**config.mk**
```make
export PLATFORM = sky130hd
export DESIGN_NAME = canny_edge_stream
export DESIGN_NICKNAME = d
export VERILOG_FILES = /design/src/rtl/canny_edge_stream.sv
export SDC_FILE = /design/constraint.sdc
export NUM_CORES = 1
export LEC_CHECK = 0
export CAP_MARGIN = 20
export CORE_MARGIN = 3
export CORE_UTILIZATION = 34
export CTS_CLUSTER_DIAMETER = 40
export DETAILED_ROUTE_END_ITERATION = 8
export DONT_BUFFER_PORTS = 1
export PLACE_DENSITY = 0.48
export SYNTH_ARGS = -nofsm -noshare
export SYNTH_HDL_FRONTEND = slang
export SYNTH_SLANG_ARGS = --single-unit
```
**constraint.sdc**
```tcl
create_clock -name clk -period 5.45 [get_ports clk]
set_input_delay 1.09 -clock clk [delete_from_list [all_inputs] [get_ports clk]]
set_output_delay 1.09 -clock clk [all_outputs]
set_load 0.02 [all_outputs]
```
**src/rtl/canny_edge_stream.sv**
```systemverilog
// Valid/ready, frame-aware wrapper around a fixed-latency binary edge pipeline.
// Admission is credit-gated so the core's non-stallable output never overruns the output FIFO.

module canny_edge_core #(
    parameter int                DATA_W      = 8,
    parameter int                CORE_LAT    = 4,
    parameter logic [DATA_W-1:0] EDGE_THRESH = DATA_W'(32'd40)
) (
    input  logic              clk,
    input  logic              rstN,
    input  logic [DATA_W-1:0] pixel_in,
    input  logic              pixel_in_valid,
    output logic [DATA_W-1:0] pixel_out,
    output logic              pixel_out_valid
);
    logic [DATA_W-1:0]   prev_q;
    logic [DATA_W-1:0]   diff_s;
    logic [DATA_W-1:0]   edge_s;
    logic [CORE_LAT-1:0] vld_q;
    logic [DATA_W-1:0]   pix_q [CORE_LAT];

    // Gradient against the previous input pixel, thresholded to a binary edge value
    always_comb begin
        diff_s = {DATA_W{1'b0}};
        edge_s = {DATA_W{1'b0}};
        if (pixel_in >= prev_q) begin
            diff_s = pixel_in - prev_q;
        end else begin
            diff_s = prev_q - pixel_in;
        end
        if (diff_s > EDGE_THRESH) begin
            edge_s = {DATA_W{1'b1}};
        end else begin
            edge_s = {DATA_W{1'b0}};
        end
    end

    // Previous-pixel history, advanced on every valid input
    always_ff @(posedge clk or negedge rstN) begin
        if (!rstN) begin
            prev_q <= {DATA_W{1'b0}};
        end else if (pixel_in_valid) begin
            prev_q <= pixel_in;
        end
    end

    // Fixed-latency delay line carrying the edge result and its valid
    always_ff @(posedge clk or negedge rstN) begin
        if (!rstN) begin
            vld_q <= {CORE_LAT{1'b0}};
            for (int i = 0; i < CORE_LAT; i++) begin
                pix_q[i] <= {DATA_W{1'b0}};
            end
        end else begin
            vld_q[0] <= pixel_in_valid;
            pix_q[0] <= edge_s;
            for (int i = 1; i < CORE_LAT; i++) begin
                vld_q[i] <= vld_q[i-1];
                pix_q[i] <= pix_q[i-1];
            end
        end
    end

    assign pixel_out_valid = vld_q[CORE_LAT-1];
    assign pixel_out       = pix_q[CORE_LAT-1];
endmodule

module canny_edge_stream #(
    parameter int                DATA_W      = 8,
    parameter int                CORE_LAT    = 4,
    parameter int                FIFO_DEPTH  = 16,
    parameter int                OUT_WIDTH   = 636,
    parameter int                OUT_HEIGHT  = 476,
    parameter logic [DATA_W-1:0] EDGE_THRESH = DATA_W'(32'd40)
) (
    input  logic              clk,
    input  logic              rstN,
    input  logic [DATA_W-1:0] s_pixel,
    input  logic              s_valid,
    output logic              s_ready,
    output logic [DATA_W-1:0] m_pixel,
    output logic              m_valid,
    input  logic              m_ready,
    output logic              m_sof,
    output logic              m_eol,
    output logic [15:0]       frame_count,
    output logic              overflow_err
);
    localparam int PTR_W = $clog2(FIFO_DEPTH);
    localparam int CNT_W = PTR_W + 1;
    localparam int IFL_W = $clog2(CORE_LAT + 1);
    localparam int SUM_W = CNT_W + 1;
    localparam int COL_W = $clog2(OUT_WIDTH + 1);
    localparam int ROW_W = $clog2(OUT_HEIGHT + 1);
    localparam logic [CNT_W-1:0] DEPTH_C  = CNT_W'(FIFO_DEPTH);
    localparam logic [COL_W-1:0] COL_LAST = COL_W'(OUT_WIDTH - 1);
    localparam logic [ROW_W-1:0] ROW_LAST = ROW_W'(OUT_HEIGHT - 1);

    logic                accept_s;
    logic                core_vld_s;
    logic [DATA_W-1:0]   core_pix_s;
    logic                pop_s;
    logic                full_s;
    logic                wr_en_s;
    logic [IFL_W-1:0]    inflight_s;
    logic [SUM_W-1:0]    credit_s;
    logic [CORE_LAT-1:0] inflight_q, inflight_d;
    logic [DATA_W-1:0]   mem_q [FIFO_DEPTH];
    logic [PTR_W-1:0]    wr_ptr_q, wr_ptr_d;
    logic [PTR_W-1:0]    rd_ptr_q, rd_ptr_d;
    logic [CNT_W-1:0]    count_q, count_d;
    logic [COL_W-1:0]    col_q, col_d;
    logic [ROW_W-1:0]    row_q, row_d;
    logic [15:0]         frame_q, frame_d;
    logic                ovf_q, ovf_d;

    canny_edge_core #(
        .DATA_W      (DATA_W),
        .CORE_LAT    (CORE_LAT),
        .EDGE_THRESH (EDGE_THRESH)
    ) u_core (
        .clk             (clk),
        .rstN            (rstN),
        .pixel_in        (s_pixel),
        .pixel_in_valid  (accept_s),
        .pixel_out       (core_pix_s),
        .pixel_out_valid (core_vld_s)
    );

    // Accepted pixels whose output slot has not yet reached the FIFO
    always_comb begin
        inflight_s = {IFL_W{1'b0}};
        for (int i = 0; i < CORE_LAT; i++) begin
            inflight_s = inflight_s + IFL_W'(inflight_q[i]);
        end
    end

    assign credit_s = SUM_W'(count_q) + SUM_W'(inflight_s);
    assign s_ready  = (credit_s < SUM_W'(FIFO_DEPTH));
    assign accept_s = s_valid && s_ready;
    assign m_valid  = (count_q != {CNT_W{1'b0}});
    assign pop_s    = m_valid && m_ready;
    assign full_s   = (count_q == DEPTH_C);
    // A pop in the same cycle frees the slot, so a push into a full FIFO is still kept
    assign wr_en_s  = core_vld_s && (!full_s || pop_s);

    assign m_pixel      = m_valid ? mem_q[rd_ptr_q] : {DATA_W{1'b0}};
    assign m_sof        = m_valid && (col_q == {COL_W{1'b0}}) && (row_q == {ROW_W{1'b0}});
    assign m_eol        = m_valid && (col_q == COL_LAST);
    assign frame_count  = frame_q;
    assign overflow_err = ovf_q;

    // Next-state for credit tracking, FIFO bookkeeping, frame position and overflow
    always_comb begin
        inflight_d    = {CORE_LAT{1'b0}};
        inflight_d[0] = accept_s;
        for (int i = 1; i < CORE_LAT; i++) begin
            inflight_d[i] = inflight_q[i-1];
        end
        wr_ptr_d = wr_ptr_q;
        rd_ptr_d = rd_ptr_q;
        count_d  = count_q;
        col_d    = col_q;
        row_d    = row_q;
        frame_d  = frame_q;
        ovf_d    = ovf_q;
        if (wr_en_s) begin
            wr_ptr_d = wr_ptr_q + PTR_W'(1);
        end else begin
            wr_ptr_d = wr_ptr_q;
        end
        if (pop_s) begin
            rd_ptr_d = rd_ptr_q + PTR_W'(1);
        end else begin
            rd_ptr_d = rd_ptr_q;
        end
        if (wr_en_s && !pop_s) begin
            count_d = count_q + CNT_W'(1);
        end else if (!wr_en_s && pop_s) begin
            count_d = count_q - CNT_W'(1);
        end else begin
            count_d = count_q;
        end
        if (core_vld_s && !wr_en_s) begin
            ovf_d = 1'b1;
        end else begin
            ovf_d = ovf_q;
        end
        if (pop_s && (col_q == COL_LAST)) begin
            col_d = {COL_W{1'b0}};
            if (row_q == ROW_LAST) begin
                row_d   = {ROW_W{1'b0}};
                frame_d = frame_q + 16'd1;
            end else begin
                row_d   = row_q + ROW_W'(1);
                frame_d = frame_q;
            end
        end else if (pop_s) begin
            col_d = col_q + COL_W'(1);
        end else begin
            col_d = col_q;
        end
    end

    // Control state registers
    always_ff @(posedge clk or negedge rstN) begin
        if (!rstN) begin
            inflight_q <= {CORE_LAT{1'b0}};
            wr_ptr_q   <= {PTR_W{1'b0}};
            rd_ptr_q   <= {PTR_W{1'b0}};
            count_q    <= {CNT_W{1'b0}};
            col_q      <= {COL_W{1'b0}};
            row_q      <= {ROW_W{1'b0}};
            frame_q    <= 16'd0;
            ovf_q      <= 1'b0;
        end else begin
            inflight_q <= inflight_d;
            wr_ptr_q   <= wr_ptr_d;
            rd_ptr_q   <= rd_ptr_d;
            count_q    <= count_d;
            col_q      <= col_d;
            row_q      <= row_d;
            frame_q    <= frame_d;
            ovf_q      <= ovf_d;
        end
    end

    // FIFO storage; stale entries are never visible because m_pixel is gated by m_valid
    always_ff @(posedge clk) begin
        if (wr_en_s) begin
            mem_q[wr_ptr_q] <= core_pix_s;
        end
    end
endmodule

```
==> results of run 1 <==
## routing by layer
metal	up-vias	global-route usage (%)	part of all wire [%]
met5	-	0	0
met4	0	4.41	1.8
met3	13	3.96	4.2
met2	38	20.1	47
met1	1433	16.4	47
li1	1514	-	-
## area by class of cell
type | count | area, um^2
fill | 1258 | 7850
timing repair buffer | 2 | 15.0
clock inverter | 2 | 38.8
sequential | 81 | 2110
multi-input combinational | 310 | 2220
tap | 172 | 215
inverter | 32 | 120
clock buffer | 14 | 264
## power breakdown
group          total, mW  switching [mW]  internal (mW)
clock              0.618           0.237          0.381
combinational      0.974           0.553          0.421
sequential         0.909           0.155          0.754
total               2.50           0.944           1.56
## cell usage in the layout (no fill, tap or decap), drive strengths merged, types with 4 or more instances in the layout
cell | synthesis | final
dfrtp | 65 | 65
mux2 | 6 | 6
nand2b | 7 | 7
nor3 | 14 | 14
fa | 4 | 4
o21ai | 31 | 31
nor4 | 4 | 4
clkbuf | 9 | 14
or4 | 4 | 4
nand4 | 10 | 10
nand3 | 17 | 17
xnor2 | 22 | 22
a21o | 7 | 7
inv | 32 | 32
xor2 | 13 | 13
nor2b | 5 | 5
or3 | 4 | 4
mux4 | 5 | 5
nor2 | 34 | 34
ha | 31 | 31
a21oi | 13 | 13
nand2 | 45 | 45
and3 | 8 | 8
a31oi | 5 | 5
edfxtp | 16 | 16
o211ai | 4 | 4
## path summary, 6_finish.rpt
kind / start / endpoint / slack (ns) / cells past startpoint
max: count_q[0] / count_q[4] / 1.77 / 12
min: u_core.pix_q[14] / u_core.pixel_out[6] / 0.35 / 0
max reg2reg: count_q[0] / count_q[4] / 1.77 / 12
min reg2reg: u_core.pix_q[14] / u_core.pixel_out[6] / 0.35 / 0
max in group asynchronous: rstN / frame_count[11] / 4.85 / 0
min in group asynchronous: rstN / rd_ptr_q[3] / 0.45 / 0
## stage by stage
| step | worst slack [ns] | instances | hold slack [ns] |
|---|---|---|---|
| floorplan | 2.05 | 441 | 0.331 |
| global placement | 1.78 | 597 | 0.335 |
| detailed placement | 1.70 | 597 | 0.335 |
| CTS | 1.73 | 613 | 0.347 |
| global route | 1.48 | 613 | 0.353 |
| finish | 1.77 | 613 | 0.346 |
## critical path: stages (launching register included)
cell	delay, ns
sky130_fd_sc_hd__dfrtp_1	0.45
sky130_fd_sc_hd__or4_1	0.57
sky130_fd_sc_hd__nor2_1	0.45
sky130_fd_sc_hd__nor2b_1	0.25
sky130_fd_sc_hd__inv_1	0.37
sky130_fd_sc_hd__ha_1	0.26
sky130_fd_sc_hd__inv_1	0.11
sky130_fd_sc_hd__fa_1	0.42
sky130_fd_sc_hd__a21o_1	0.20
sky130_fd_sc_hd__a21oi_1	0.17
sky130_fd_sc_hd__xnor2_1	0.13
sky130_fd_sc_hd__nor2_1	0.06
sky130_fd_sc_hd__xnor2_1	0.13
## logic make-up (layout without fill, tap and decap cells)
kind of cell    count (synthesis)  count (layout)  share of synthesized area (%)
compound gates                 69              69                           9.03
flops                          81              81                           46.5
buf+inv                        50              50                           4.75
simple gates                  158             158                           18.2
xor+xnor                       35              35                           6.76
fa+ha+maj                      35              35                           10.3
mux                            13              13                           4.42
## state kept, by name, summed over array words and instances (netlist names)
signal            flops
u_core.vld_q          3
col_q                10
row_q                 9
rd_ptr_q              4
u_core.pixel_out      1
u_core.pix_q          3
count_q               5
wr_ptr_q              4
frame_count          16
inflight_q            1
u_core.prev_q         8
overflow_err          1
mem_q                16
==> PnR_summary.wiki, run 1 <==
{| class="wikitable"
! Metric !! Value
|-
| Detailed-route wire length per cell || 14.1 um
|-
| Post-synth EDFFs || 16
|-
| Netlist Area Pre-Place || 4530 um^2
|-
| Remaining routing DRC violations || 0
|-
| P&R area growth vs syn || 9.83%
|-
| First-pass DRT Iterations || 4
|-
| Async set or reset register ratio after synthesis || 80.2%
|-
| Post-synthesis cell type with the largest combined area || sky130_fd_sc_hd__dfrtp_1
|-
| TritonCTS clock tree || yes
|-
| Vias after detailed routing || 2,998
|-
| Hold-fix buffer count after cts || 0
|-
| Std cell rows || 41
|-
| Final cell utilization of the core || 38.8%
|-
| GRT overflow || 0
|-
| Layout Cell Area excl Fill || 4980 um^2
|-
| Per-instance average area after synthesis || 10.3 um^2
|-
| Cells taking the most area after synthesis || sky130_fd_sc_hd__dfrtp_1 36%, sky130_fd_sc_hd__edfxtp_1 11%, sky130_fd_sc_hd__ha_1 8.6%
|-
| Average via count per standard cell || 4.89
|-
| Worst-case clock buffer depth || 2
|-
| Initial standard-cell utilization of the core || 35.3%
|-
| Sum of net half-perimeters after detailed placement || 6.17 mm
|-
| Instance count of the mapped netlist || 441
|-
| Proportion of layout cells with a drive suffix above 1 || 9.52%
|-
| Unrepaired setup endpoints after global routing || no
|-
| Initial antenna violation count || 0
|-
| Top post-synthesis cells by count || 65 x sky130_fd_sc_hd__dfrtp_1, 45 x sky130_fd_sc_hd__nand2_1, 34 x sky130_fd_sc_hd__nor2_1
|-
| Largest net degree at the start of global routing || 66
|-
| Portion of synthesized cell area occupied by the leading cell type || 35.9%
|-
| Setup Crit Path Kind || flop to flop
|-
| Capturing element type of the critical path || flop
|-
| Yosys cell types || 50
|-
| Clock-pin slew of the registers on the worst-case setup and hold paths || 0.06 ns
|-
| Hold WC Path Type || flop to flop
|-
| DIE AREA || 14,800 um^2
|-
| Worst clock skew || 0.00531 ns
|-
| Max-slew violation total from the final report || 0
|-
| Buffers inserted by post-CTS timing repair || 0
|-
| Crit start category || flop
|-
| Number of synthesis warnings || 0
|-
| Finish-stage setup viols || 0
|-
| First-pass GRT wire length || 14.8 mm
|-
| # Max-Cap Violations || 0
|-
| Die span in x || 121 um
|-
| Setup_tns || 0 ns
|-
| Root Buffer Master || sky130_fd_sc_hd__clkbuf_16
|-
| Count of antenna-violating nets left after detailed routing || 0
|-
| Outcome || finished clean
|-
| Achievable Freq || 272 MHz
|-
| Iteration-0 DRC Markers || 162
|-
| Count of boundary I/O pins || 41
|-
| Top FF cell, synth || sky130_fd_sc_hd__dfrtp_1
|-
| Critical Path Fanout Max || 11
|-
| Y dimension of the die || 121 um
|-
| Minimum clock period || 3.68 ns
|-
| Worst EP arrival || 3.90 ns
|-
| Static leakage || 2.15 nW
|-
| Power Total || 2.50 mW
|-
| Slew headroom || 35.0%
|-
| Fraction of the cycle the final worst path needs || 67.6%
|-
| GP Congestion || 0.833
|-
| Quantity of I/O buffers inserted on ports || 0
|-
| Placed cell areas || 4680 um^2
|-
| Maximum level of the CTS H-tree || 3
|-
| Core Region || 12,800 um^2
|-
| Sequential element share of the synthesized area || 46.5%
|-
| Clock sinks || 81
|-
| Count of state elements after synthesis || 81
|-
| Power Density || 502 nW/um^2
|-
| Clock latency of the later-clocked register in the worst-skew pair || 0.34 ns
|-
| Layout Nets || 483
|-
| Wire length reported by the detailed router || 8.66 mm
|-
| Top-count cell post-synth || sky130_fd_sc_hd__dfrtp_1
|-
| Number of hold-slack violations in the final timing report || 0
|-
| Peak VDD IR || 0.170 mV
|-
| Diodes inserted || 0
|-
| Total global routing track utilization || 12.7%
|-
| CP Data Required Time || 5.67 ns
|-
| Vias in the first global route || 3,000
|-
| Resized cells post-CTS || 0
|-
| Net Count, Synth || 488
|-
| Number of clock buffers inserted by TritonCTS || 9
|-
| Actual transition at the worst max-transition pin || 0.966 ns
|}
Note: power is estimated with default switching activity, not from simulation.
==> run 2, diff against run 1 <==
--- a/config.mk
+++ b/config.mk
@@ -11,7 +11,7 @@
 export CTS_CLUSTER_DIAMETER = 40
 export DETAILED_ROUTE_END_ITERATION = 8
 export DONT_BUFFER_PORTS = 1
-export PLACE_DENSITY = 0.48
+export PLACE_DENSITY = 0.5
 export SYNTH_ARGS = -nofsm -noshare
 export SYNTH_HDL_FRONTEND = slang
 export SYNTH_SLANG_ARGS = --single-unit
==> constraint.sdc (replaced) <==
create_clock -name clk -period 3.1 [get_ports clk]
set_input_delay 0.62 -clock clk [delete_from_list [all_inputs] [get_ports clk]]
set_output_delay 0.62 -clock clk [all_outputs]
set_load 0.02 [all_outputs]
==> PnR_summary.wiki, run 2 (same netlist as run 1, synthesis figures left out) <==
{| class="wikitable"
! Metric !! Value
|-
| Proportion of layout cells with a drive suffix above 1 || 13.2% (+3.6 points)
|-
| Actual transition at the worst max-transition pin || 0.565 ns (-0.401 ns)
|-
| Max-slew violation total from the final report || 0 (unchanged)
|-
| Detailed-route wire length per cell || 13.9 um (-2.0%)
|-
| Count of boundary I/O pins || 41 (unchanged)
|-
| Number of hold-slack violations in the final timing report || 0 (unchanged)
|-
| Critical Path Fanout Max || 8 (-3)
|-
| GP Congestion || 0.825 (-0.90%)
|-
| Hold WC Path Type || primary input to async pin
|-
| Average via count per standard cell || 4.90 (+0.22%)
|-
| Maximum level of the CTS H-tree || 3 (unchanged)
|-
| Area occupied by multi-input gates || 2220 um^2 (unchanged)
|-
| DIE AREA || 14,800 um^2 (unchanged)
|-
| TritonCTS clock tree || yes
|-
| Static leakage || 2.24 nW (+3.9%)
|-
| Worst EP arrival || 2.35 ns (-1.55 ns)
|-
| Clock sinks || 81 (unchanged)
|-
| Worst clock skew || 0.00763 ns (+0.00232 ns)
|-
| Buffers inserted by post-CTS timing repair || 0 (unchanged)
|-
| Achievable Freq || 337 MHz
|-
| Capturing element type of the critical path || primary output
|-
| Initial antenna violation count || 0 (unchanged)
|-
| Filler-free cell count of the finished design || 628 (+2.4%)
|-
| Power Density || 878 nW/um^2 (+75%)
|-
| Total global routing track utilization || 12.8% (+0.18 points)
|-
| First-pass DRT Iterations || 4 (unchanged)
|-
| Largest net degree at the start of global routing || 66 (unchanged)
|-
| Root Buffer Master || sky130_fd_sc_hd__clkbuf_16
|-
| Diodes inserted || 0 (unchanged)
|-
| P&R area growth vs syn || 12.6%
|-
| Iteration-0 DRC Markers || 209 (+29%)
|-
| Quantity of I/O buffers inserted on ports || 0 (unchanged)
|-
| Slack of the worst reg-to-reg path || 0.30 ns (-1.47 ns)
|-
| R2R depth || 8 (-4)
|-
| Remaining routing DRC violations || 0 (unchanged)
|-
| Vias in the first global route || 3,118 (+3.9%)
|-
| Fillcell total || 1,301 (+3.4%)
|-
| Peak VDD IR || 0.384 mV (+130%)
|-
| Setup Crit Path Kind || flop to primary output
|-
| Vias after detailed routing || 3,078 (+2.7%)
|-
| Number of clock buffers inserted by TritonCTS || 9 (unchanged)
|-
| # Max-Cap Violations || 0 (unchanged)
|-
| Clock latency of the later-clocked register in the worst-skew pair || 0.35 ns (about the same)
|-
| Initial standard-cell utilization of the core || 35.3% (unchanged)
|-
| Sum of net half-perimeters after detailed placement || 6.28 mm (+1.7%)
|-
| Setup_tns || 0 ns (unchanged)
|-
| GRT overflow || 0 (unchanged)
|-
| Core Region || 12,800 um^2 (unchanged)
|-
| Die span in x || 121 um (unchanged)
|-
| Layout Nets || 498 (+3.1%)
|-
| Placed cell count || 611 (+2.3%)
|-
| Clock-pin slew of the registers on the worst-case setup and hold paths || 0.07 ns (about the same)
|-
| Fraction of the cycle the final worst path needs || 95.8%
|-
| Worst-case clock buffer depth || 2 (unchanged)
|-
| Wire length reported by the detailed router || 8.70 mm (+0.44%)
|-
| Y dimension of the die || 121 um (unchanged)
|-
| Reg-to-Reg Start || u_core.prev_q[0]
|-
| Crit start category || flop
|-
| Outcome || finished clean
|-
| Finish-stage setup viols || 0 (unchanged)
|-
| R2r endpoint || u_core.pix_q[30]
|-
| CP Data Required Time || 2.48 ns (-3.19 ns)
|-
| Slew headroom || 62.0% (+27 points)
|-
| Most used cells in the layout excluding fill and tap cells || 65 x sky130_fd_sc_hd__dfrtp_1, 45 x sky130_fd_sc_hd__nand2_1, 34 x sky130_fd_sc_hd__nor2_1
|-
| Std cell rows || 41 (unchanged)
|-
| Most frequent standard cell in the layout excluding fill and tap cells || sky130_fd_sc_hd__dfrtp_1
|-
| Area of all sequential standard cells || 2110 um^2 (unchanged)
|-
| First-pass GRT wire length || 15.0 mm (+1.1%)
|-
| Minimum clock period || 2.97 ns
|-
| Count of antenna-violating nets left after detailed routing || 0 (unchanged)
|-
| Unrepaired setup endpoints after global routing || no
|}
## run 2: timing repair
action                    in CTS  in global routing
hold endpoints to repair      65                  0
resized for setup              0                  0
hold buffers                   1                  0
## run 2: power breakdown
group,total [mW],internal (mW),switching [mW]
clock,1.06,0.601,0.461
sequential,1.59,1.33,0.264
combinational,1.83,0.833,0.997
## run 2: critical path, cell delays in order, from the launching register on
cell                      delay [ns]
sky130_fd_sc_hd__dfrtp_1        0.57
sky130_fd_sc_hd__mux4_2         0.57
sky130_fd_sc_hd__mux4_2         0.46
sky130_fd_sc_hd__nor2b_4        0.13
sky130_fd_sc_hd__buf_4          0.27
## run 2: routing by layer
metal	global-route usage, %	share of wire, %
met5	0	0
met4	4.41	1.3
met3	4.62	3.3
met2	20.9	49
met1	15.8	46
## run 2: area by class of cell
cell class | count | area share (%)
Multi-Input combinational cell | 310 | 43.4
Inverter | 32 | 2.35
Clock inverter | 6 | 0.931
Sequential cell | 81 | 41.3
Clock buffer | 10 | 4.90
Tap cell | 172 | 4.21
Timing Repair Buffer | 17 | 2.89
## run 2: how the worst max path moves through the flow
stage                start                to  slack, ns  cells after the start
6_report       rd_ptr_q[0]        m_pixel[7]       0.13                      4
5_1_grt        rd_ptr_q[0]        m_pixel[1]       0.02                      4
3_5_place_dp    s_pixel[0]  u_core.pix_q[30]       0.04                      9
3_3_place_gp    s_pixel[0]  u_core.pix_q[30]       0.05                      9
2_1_floorplan   count_q[0]        count_q[4]       0.05                     13
4_1_cts        rd_ptr_q[0]        m_pixel[7]       0.09                      4
## run 2: through the flow
stage	worst slack [ns]	util (%)	power (mW)	instance area, um^2	hold slack, ns
after floorplan	0.0452	-	3.13	4530	0.324
after global placement	0.0548	37.3	3.42	4780	0.330
after detailed placement	0.0383	37.3	3.44	4780	0.330
after CTS	0.0893	39.8	4.56	5110	0.153
after global routing	0.0234	39.8	4.85	5110	0.163
final	0.131	39.8	4.48	5110	0.155
==> run 3, diff against run 2 <==
--- a/config.mk
+++ b/config.mk
@@ -11,7 +11,6 @@
 export CTS_CLUSTER_DIAMETER = 40
 export DETAILED_ROUTE_END_ITERATION = 8
 export DONT_BUFFER_PORTS = 1
-export PLACE_DENSITY = 0.5
 export SYNTH_ARGS = -nofsm -noshare
 export SYNTH_HDL_FRONTEND = slang
 export SYNTH_SLANG_ARGS = --single-unit
==> PnR_summary.wiki, run 3 (same netlist as run 1, synthesis figures left out) <==
{| class="wikitable"
! Metric !! Value
|-
| Outcome || finished clean
|-
| Switching component of the power || 1.70 mW (-1.1%)
|-
| Slew headroom || 43.4% (-19 points)
|-
| Actual transition at the worst max-transition pin || 0.846 ns (+0.281 ns)
|-
| Reg-to-Reg Start || u_core.prev_q[0]
|-
| Vias after detailed routing || 3,124 (+1.5%)
|-
| Area occupied by multi-input gates || 2230 um^2 (+0.62%)
|-
| Static leakage || 2.21 nW (-1.4%)
|-
| Quantity of I/O buffers inserted on ports || 0 (unchanged)
|-
| CP Data Required Time || 3.31 ns (+0.83 ns)
|-
| Slack of the worst reg-to-reg path || 0.21 ns (-0.09 ns)
|-
| Number of hold-slack violations in the final timing report || 0 (unchanged)
|-
| Final worst hold slack || 0.152 ns (-0.00282 ns)
|-
| Clock-pin slew of the registers on the worst-case setup and hold paths || 0.06 ns (about the same)
|-
| Initial antenna violation count || 0 (unchanged)
|-
| Maximum cell stage delay along the critical path || 0.73 ns (+0.16 ns)
|-
| Switching share of power || 38.2% (-0.25 points)
|-
| P&R area growth vs syn || 12.1%
|-
| Worst clock skew || 0.00525 ns (-0.00238 ns)
|-
| Sequential Power Share || 36.0% (+0.5 points)
|-
| Worst EP arrival || 3.10 ns (+0.75 ns)
|-
| Remaining routing DRC violations || 0 (unchanged)
|-
| GP Congestion || 0.868 (+5.1%)
|-
| Placed cell count || 607 (-0.65%)
|-
| Detailed-route wire length per cell || 14.1 um (+1.8%)
|-
| Slowest cell on the critical path || sky130_fd_sc_hd__or4b_2
|-
| Capturing element type of the critical path || flop
|-
| Clock sinks || 81 (unchanged)
|-
| Y dimension of the die || 121 um (unchanged)
|-
| Critical Path Fanout Max || 5 (-3)
|-
| Worst-case clock buffer depth || 2 (unchanged)
|-
| Average via count per standard cell || 5.01 (+2.1%)
|-
| Largest net degree at the start of global routing || 66 (unchanged)
|-
| Iteration-0 DRC Markers || 192 (-8.1%)
|-
| Layout Cell Area excl Fill || 5080 um^2 (-0.49%)
|-
| Vias in the first global route || 3,181 (+2.0%)
|-
| Power Total || 4.46 mW (-0.49%)
|-
| Diodes inserted || 0 (unchanged)
|-
| Max-slew violation total from the final report || 0 (unchanged)
|-
| Placed cell areas || 4750 um^2 (-0.63%)
|-
| # Max-Cap Violations || 0 (unchanged)
|-
| Crit start category || flop
|-
| Finish-stage setup viols || 0 (unchanged)
|-
| Die span in x || 121 um (unchanged)
|-
| TritonCTS clock tree || yes
|-
| Critical-path cell list || ha_1 -> fa_1 -> o211ai_1 -> a311oi_1 -> or4b_2 -> a31o_2 -> a22oi_1 -> o211ai_1
|-
| Peak VDD IR || 0.345 mV (-10%)
|-
| Sum of net half-perimeters after detailed placement || 6.36 mm (+1.3%)
|-
| Clock network fraction of design power || 22.7% (-1.0 points)
|-
| Most used cells in the layout excluding fill and tap cells || 63 x sky130_fd_sc_hd__dfrtp_1, 45 x sky130_fd_sc_hd__nand2_1, 33 x sky130_fd_sc_hd__nor2_1
|-
| Fraction of the cycle the final worst path needs || 93.2% (-2.5 points)
|-
| Core Region || 12,800 um^2 (unchanged)
|-
| Internal power of the cells || 2.76 mW (about the same)
|-
| Count of antenna-violating nets left after detailed routing || 0 (unchanged)
|-
| Total global routing track utilization || 13.1% (+0.21 points)
|-
| First-pass DRT Iterations || 4 (unchanged)
|-
| Hold WC Path Type || primary input to async pin
|-
| Most frequent cell on the critical path || sky130_fd_sc_hd__o211ai_1
|-
| Count of boundary I/O pins || 41 (unchanged)
|-
| Maximum level of the CTS H-tree || 3 (unchanged)
|-
| Most frequent standard cell in the layout excluding fill and tap cells || sky130_fd_sc_hd__dfrtp_1
|-
| R2R depth || 8 (unchanged)
|-
| Layout Nets || 494 (-0.80%)
|-
| Achievable Freq || 346 MHz (+2.7%)
|-
| Std cell rows || 41 (unchanged)
|-
| Wire length reported by the detailed router || 8.80 mm (+1.2%)
|-
| First-pass GRT wire length || 15.3 mm (+2.2%)
|-
| Fraction of power consumed by combinational cells || 41.3% (+0.5 points)
|-
| GRT overflow || 0 (unchanged)
|-
| Power Density || 878 nW/um^2 (about the same)
|-
| Filler-free cell count of the finished design || 624 (-0.64%)
|-
| Number of clock buffers inserted by TritonCTS || 9 (unchanged)
|-
| Fillcell total || 1,279 (-1.7%)
|-
| Area of all sequential standard cells || 2110 um^2 (+0.12%)
|-
| Clock latency of the later-clocked register in the worst-skew pair || 0.33 ns (-0.02 ns)
|-
| Buffers inserted by post-CTS timing repair || 0 (unchanged)
|-
| Root Buffer Master || sky130_fd_sc_hd__clkbuf_16
|-
| DIE AREA || 14,800 um^2 (unchanged)
|-
| Minimum clock period || 2.89 ns (-0.0786 ns)
|-
| R2r endpoint || u_core.pix_q[30]
|-
| Unrepaired setup endpoints after global routing || no
|-
| Initial standard-cell utilization of the core || 35.3% (unchanged)
|-
| Setup Crit Path Kind || flop to flop
|-
| Proportion of layout cells with a drive suffix above 1 || 13.3% (+0.12 points)
|}
-- run 3: cell types whose count changed in the layout (fill, tap and decap cells not counted), moves of 2 or more --
| cell | before | now |
|---|---|---|
| sky130_fd_sc_hd__inv_6 | 2 | 0 |
| sky130_fd_sc_hd__dfrtp_1 | 65 | 63 |
| sky130_fd_sc_hd__buf_4 | 16 | 12 |
| sky130_fd_sc_hd__clkbuf_1 | 0 | 2 |
| sky130_fd_sc_hd__clkbuf_8 | 0 | 3 |
| sky130_fd_sc_hd__dfrtp_2 | 0 | 2 |
-- run 3: critical path, delay by kind of cell, from the launching register on --
kind | cells | cell delay (ns)
flip-flops | 1 | 0.40
AO/OA/AOI/OAI | 5 | 1.01
AND/OR/NAND/NOR | 1 | 0.73
adder cells (fa/ha/maj) | 2 | 0.62
-- run 3: per-layer routing --
metal  part of all wire [%]  GRT usage, %
met2                     48          21.1
met3                    4.3          4.29
met5                      0             0
met1                     46          16.6
met4                    1.5          4.13
-- run 3: worst max-delay path by stage --
stage / from / endpoint / slack [ns] / cells after the start
after global routing: count_q[0] / count_q[4] / 0.06 / 12
after floorplan: count_q[0] / count_q[4] / 0.05 / 13
final: u_core.prev_q[0] / u_core.pix_q[30] / 0.21 / 8
after detailed placement: s_pixel[0] / u_core.pix_q[30] / -0.04 / 9
after CTS: rd_ptr_q[0] / m_pixel[1] / 0.05 / 4
after global placement: s_pixel[0] / u_core.pix_q[30] / 0.02 / 9
-- run 3: cell type report --
class                      instances  area share, %
multi-input combinational        310           43.9
sequential                        81           41.5
clock buffer                      14           5.39
tap                              172           4.24
inverter                          32           2.36
timing repair buffer              13           2.31
clock inverter                     2          0.246
-- run 3: power groups by stage --
stage,Clock (mW),Combinational (mW),Sequential [mW]
floorplan,0,1.62,1.51
global placement,0,1.77,1.60
detailed placement,0,1.82,1.62
CTS,1.05,1.85,1.60
global route,1.10,2.11,1.65
finish,1.01,1.84,1.61
-- run 3: repair_timing --
| item | in CTS | in global routing |
|---|---|---|
| hold endpoints to repair | 65 | 0 |
| resized for setup | 0 | 6 |
| hold buffers | 1 | 0 |
| endpoints found under the setup margin | 0 | 9 |
-- run 3: stage by stage --
stage,setup TNS [ns],setup WS (ns),util (%)
floorplan,0,0.0452,-
global placement,0,0.0153,37.0
detailed placement,-0.0391,-0.0391,37.0
CTS,0,0.0523,39.5
global route,0,0.0560,39.6
finish,0,0.210,39.6
